===== config.mk =====
export PLATFORM = sky130hd
export DESIGN_NAME = gpio_debounce
export DESIGN_NICKNAME = d
export VERILOG_FILES = /design/src/rtl/gpio_debounce.sv
export SDC_FILE = /design/constraint.sdc
export NUM_CORES = 2
export LEC_CHECK = 0
export BUFFER_PORTS_ARGS = -buffer_cell sky130_fd_sc_hd__buf_2
export CELL_PAD_IN_SITES_DETAIL_PLACEMENT = 2
export CELL_PAD_IN_SITES_GLOBAL_PLACEMENT = 2
export CORE_AREA = 2 2 324 326
export DETAILED_ROUTE_END_ITERATION = 6
export DIE_AREA = 0 0 326 328
export PLACE_DENSITY_LB_ADDON = 0.2
export SLEW_MARGIN = 40
export SYNTH_ARGS = -nofsm -noshare
export SYNTH_HDL_FRONTEND = slang
export SYNTH_SLANG_ARGS = --single-unit

===== constraint.sdc =====
create_clock -name clk_i -period 2.38 [get_ports clk_i]
set_clock_uncertainty 0.05 [all_clocks]
set_input_delay 0.238 -clock clk_i [delete_from_list [all_inputs] [get_ports clk_i]]
set_output_delay 0.238 -clock clk_i [all_outputs]
set_load 0.02 [all_outputs]

===== src/rtl/gpio_debounce.sv =====
`default_nettype none
// ============================================================================
// Module      : gpio_debounce
// Description : Input conditioning for GPIO pads. Each bit passes through a
//               two-flop synchronizer and then an optional per-bit stability
//               filter. The conditioned levels are then used for edge and level
//               detection and for the input data register.
// Ports       : clk_i         core clock, rising edge
//               rst_ni        asynchronous active-low reset
//               gpio_pad_i    raw pad levels, asynchronous to clk_i
//               db_enable_i   per-bit debounce enable (0 = synchronize only)
//               db_limit_i    extra stable cycles required before acceptance
//               gpio_input_o  conditioned, registered levels
//               gpio_change_o registered one-cycle pulse per changed bit
// Revision    : 1.0 - initial release
// ============================================================================
module gpio_debounce #(
    parameter int WIDTH = 32,
    parameter int CNT_W = 16
) (
    input  logic             clk_i,
    input  logic             rst_ni,
    input  logic [WIDTH-1:0] gpio_pad_i,
    input  logic [WIDTH-1:0] db_enable_i,
    input  logic [CNT_W-1:0] db_limit_i,
    output logic [WIDTH-1:0] gpio_input_o,
    output logic [WIDTH-1:0] gpio_change_o
);

    // Synchronizer stages. Nothing sits between stage 1 and stage 2 so the
    // first flop gets a full cycle to resolve metastability.
    logic [WIDTH-1:0] sync1_q;
    logic [WIDTH-1:0] sync2_q;

    // Filter state
    logic [WIDTH-1:0] out_q;
    logic [WIDTH-1:0] out_d;
    logic [WIDTH-1:0] chg_q;
    logic [WIDTH-1:0] chg_d;
    logic [CNT_W-1:0] cnt_q [WIDTH];
    logic [CNT_W-1:0] cnt_d [WIDTH];

    always_comb begin
        for (int i = 0; i < WIDTH; i++) begin
            out_d[i] = out_q[i];
            cnt_d[i] = '0;
            chg_d[i] = 1'b0;
            if (!db_enable_i[i]) begin
                // Bypass: follow the synchronized level directly.
                out_d[i] = sync2_q[i];
                chg_d[i] = (sync2_q[i] != out_q[i]);
            end else if (sync2_q[i] != out_q[i]) begin
                // The >= compare lets a lowered limit take effect immediately
                // and keeps the counter from ever passing the limit.
                if (cnt_q[i] >= db_limit_i) begin
                    out_d[i] = sync2_q[i];
                    chg_d[i] = 1'b1;
                end else begin
                    cnt_d[i] = cnt_q[i] + CNT_W'(1);
                end
            end
            // Level back at the accepted value: the counter clears, which is
            // what discards short glitches.
        end
    end

    always_ff @(posedge clk_i or negedge rst_ni) begin
        if (!rst_ni) begin
            sync1_q <= '0;
            sync2_q <= '0;
            out_q   <= '0;
            chg_q   <= '0;
            for (int i = 0; i < WIDTH; i++) begin
                cnt_q[i] <= '0;
            end
        end else begin
            sync1_q <= gpio_pad_i;
            sync2_q <= sync1_q;
            out_q   <= out_d;
            chg_q   <= chg_d;
            for (int i = 0; i < WIDTH; i++) begin
                cnt_q[i] <= cnt_d[i];
            end
        end
    end

    assign gpio_input_o  = out_q;
    assign gpio_change_o = chg_q;

endmodule
`default_nettype wire


Word level (Yosys, flattened, before mapping):

Cells that the tools add are included.
Widths: inputs -> output; s select.

* logic and storage cells: 547
* input port bits: 82
* register bits after elaboration: 640

* eq/ne operators: 96
* add/sub/neg operators: 32
* reductions and logical operators: 32
* muxes and demuxes: 288
* magnitude comparators: 32

Operators with widths (count)
* $mux 16: 96
* $add 16x1->16 const B: 32
* $ge 16x16->1: 32
* $mux 1: 192
* $ne 2x1->1 const B: 64
* $reduce_and 2->1: 32
* $ne 1x1->1: 32

Logic depth before layout (Yosys ltp):

* depth after elaboration: 4
* gate-level depth with buffers: 10
* mapped depth without buffers: 8

Worst setup path before layout:

Ideal clock, no wire load.

* path type: input port to flip-flop
* from: in db_limit_i[15]
* to: reg out_q[1], in the netlist gpio_input_o[1]
* cell stages on the path: 8
* data required time: 2.205 ns
* setup slack: -0.378 ns
* arrival: 2.583 ns
* path buffers: 0
* setup time: 0.125 ns
* cells stage by stage: inv_1 > ha_1 > nand4_1 > nor2_1 > or4b_4 > a221oi_4 > nand2_1 > mux2_4

* cells in the longest elaborated chain, start to end: 3

RTL lines
* start: declaration: RTL line 25 `input logic [CNT_W-1:0] db_limit_i,`
* $ge 16x16->1: RTL line 55 `if (cnt_q[i] >= db_limit_i) begin`
* $ne 2x1->1 (no line)
* $reduce_and 2->1 (no line)
* end signal: assignment: RTL line 79 `out_q <= out_d;`
* end: declaration: RTL line 36 `logic [WIDTH-1:0] out_q;`

Every way passes these cells.
A chain may end at the register's enable or synchronous reset.

Worst setup path after layout:

* from: reg cnt_q[140] (netlist bit)
* to: reg out_q[23], in the netlist gpio_input_o[23]

* cells in the longest elaborated chain, start to end: 3

RTL lines
* start: declaration: RTL line 40 `logic [CNT_W-1:0] cnt_q [WIDTH];`
* start signal: indexed assignment: RTL line 82 `cnt_q[i] <= cnt_d[i];`
* $ge 16x16->1: RTL line 55
* $ne 2x1->1 (no line)
* $reduce_and 2->1 (no line)

Every way passes these cells.

==> reports/results.tsv <==
metric	value	unit
top post-synthesis cells by area	dfrtp_1 42%, ha_1 18%, xor2_1 7.2%, nor2_1 6.1%, xnor2_1 4.0%	
crit end category	flop	
first-pass GRT wire length	202	mm
Top FF cell, synth	dfrtp_1	
fin. max-slew vios	0	
DRC Markers	0	
synthesized instance count	3835	
worst skew pair latency	0.66	ns
Die X	326	um
Hold Fails Final Rpt	0	
critical path startpoint category	flop	
final WL	126	mm
Detail Placement HPWL	91.0	mm
dominant cell type by area after synthesis	dfrtp_1	
synthesized area per cell	9.93	sq um
NumNets Final	5030	
slowest cell on the critical path	or4b_4	
top-area cell type share of the netlist area	0.420	
status	finished with violations	
core footprint	103000	sq um
Syn-to-layout area delta	24.7	%
# H-tree levels	3	
CTS Sinks	640	
CP arrival	2.88	ns
Least-Margin Pin Slew	0.736	ns
Largest stage delay, worst path	0.54	ns
final period utilization	1.01	
row cnt	118	
die footprint	107000	sq um
post-synth cell types	62	
sequential area share after synthesis	0.420	
post-route ant nets	0	
largest net degree at the start of global routing	59	
initial antenna violation count	1	
post-synthesis cell area	38100	sq um
Die Height	328	um
Initial DRC Count	1272	
Slew headroom	0.502	
Longest Clk Path Bufs	3	
Syn. warnings	0	
Final Setup Violations	1	
final setup margin	-0.0205	ns
# Max-Cap Violations	0	
Worst Path Required	2.86	ns
clk root buf	clkbuf_16	
Worst Hold Class	primary input to flop	
WS Path Type	flop to flop	
CTS tree	yes	
Power, Total	0.0280	W
All-Layer GR Usage	0.237	
average wire per standard cell	21.5	um
first-pass detailed-route iteration total	4	
Period minus WS final	2.40	ns
CP Cell Sequence	ha_1 > nand4_1 > nor2_1 > or4b_4 > a221oi_4 > nand2_1 > mux2_4	
failing checks	setup timing	
final core occ	0.460	
share of cells above drive strength 1	0.172	
top-count cell post-synth	dfrtp_1	
syn nets	4461	
global route total overflow	0	
cts bufs inserted	82	
vias in the first global route	35300	
clock-pin slew on the worst setup and hold paths	0.06	ns
fraction of registers with async set/reset	1.00	
Max FO, Critical Path	3	
Pwr Density	589	nW/um^2
Placer Congestion	0.776	
effective utilization at floorplan	0.369	
I/O pins	146	
vias per cell	5.33	
quantity of I/O buffers inserted on ports	145	
Leak	22.2	nW
EDFF count, synth	0	
unrepaired setup endpoints after global routing	true	
final hold slack	0.0571	ns
#FFs+latches synth	640	
Peak supply drop	0.455	mV
vias	31200	
most frequent cells after synthesis	640 x dfrtp_1, 616 x nor2_1, 544 x ha_1, 315 x xor2_1, 289 x nand2_1	
f_max	0.417	GHz
Ant. Diodes	0	
## cell families after synthesis
logic type      after synthesis  synth area share
buf+inv                     146            0.0155
xor+xnor                    490             0.113
compound gates              413            0.0691
fa+ha+maj                   544             0.179
mux                          27           0.00828
simple gates               1575             0.195
flops                       640             0.420
## state kept, by name, summed over array words and instances, names as in the netlist
signal and count:
cnt_q 512, sync1_q 32, gpio_input_o 32, sync2_q 32, gpio_change_o 32
## worst paths after layout
kind | from | end | slack, ns | cells past startpoint
max reg2reg | cnt_q[140] | gpio_input_o[23] | -0.02 | 7
max in group asynchronous | rst_ni | cnt_q[352] | 1.27 | 3
min in group asynchronous | rst_ni | gpio_input_o[2] | 0.08 | 2
min | db_enable_i[13] | gpio_change_o[13] | 0.06 | 5
min reg2reg | sync1_q[20] | sync2_q[20] | 0.30 | 0
max | cnt_q[140] | gpio_input_o[23] | -0.02 | 7
## timing repair
action / 4_1_cts / 5_1_grt
gates resized for setup: 8 / 45
endpoints found under the setup margin: 39 / 171
pin swaps: 4 / 8
hold endpoints to repair: 421 / 0
buffers inserted: 4 / 12
hold buffers: 34 / 0
gates cloned: 0 / 1
## power breakdown
part / internal [W] / total [W] / switching, W
sequential: 0.0111 / 0.0114 / 0.000244
combinational: 0.00134 / 0.00332 / 0.00198
clock: 0.00811 / 0.0133 / 0.00516
## critical path: cells and delay by family, from the launching register on
| kind | cells | cell delay [ns] |
|---|---|---|
| and+or+nand+nor | 4 | 0.93 |
| AOI/OAI and AO/OA | 1 | 0.29 |
| DFF | 1 | 0.40 |
| muxes | 1 | 0.32 |
| adders and majority gates | 1 | 0.28 |
## placed cells by master (no fill, tap or decap), types with 14 or more instances in the layout
cell	count
dlygate4sd3_1	34
inv_1	85
ha_1	528
nor2_2	30
nor3_1	54
a211oi_1	19
ha_4	16
buf_12	71
a21oi_1	174
o21ai_0	65
buf_4	280
dfrtp_1	636
clkinvlp_4	14
o2111ai_1	15
nor2_1	616
o211ai_1	18
clkbuf_8	23
nand3_1	214
a21o_1	30
clkbuf_16	88
nand2_1	288
xor2_1	315
nor2b_1	24
and4_1	44
clkinv_2	16
mux2_2	23
and3_1	93
buf_2	143
nand4_1	134
xnor2_1	175
nand2b_1	18
## metrics by stage
stage | TNS (ns) | area (sq um) | setup WS [ns] | cells
2_1_floorplan | -34.47 | 38300 | -0.229 | 3835
3_5_place_dp | -89.18 | 43900 | -0.285 | 5649
3_3_place_gp | -61.88 | 43900 | -0.237 | 5649
5_1_grt | -2.19 | 47500 | -0.145 | 5848
4_1_cts | 0 | 47200 | 0.00601 | 5835
6_report | -0.0205 | 47500 | -0.0205 | 5848
## routing by layer
layer | share of wire | global-route usage | vias to the layer above | wire, um
li1 | - | - | 14600 | -
met2 | 0.50 | 0.419 | 355 | 62700
met5 | 0 | 0 | - | 0
met1 | 0.45 | 0.305 | 16000 | 56500
met3 | 0.027 | 0.0279 | 176 | 3430
met4 | 0.025 | 0.0648 | 0 | 3100
## final cells by class
| cell class | instances | area (sq um) |
|---|---|---|
| Sequential cell | 640 | 16000 |
| Clock inverter | 25 | 312 |
| Fill cell | 10800 | 55700 |
| Inverter | 100 | 419 |
| Clock buffer | 123 | 2540 |
| Timing Repair Buffer | 531 | 4630 |
| Tap cell | 1380 | 1730 |
| Multi-Input combinational cell | 3049 | 21900 |
No activity file was read; power rests on OpenSTA's default activity.
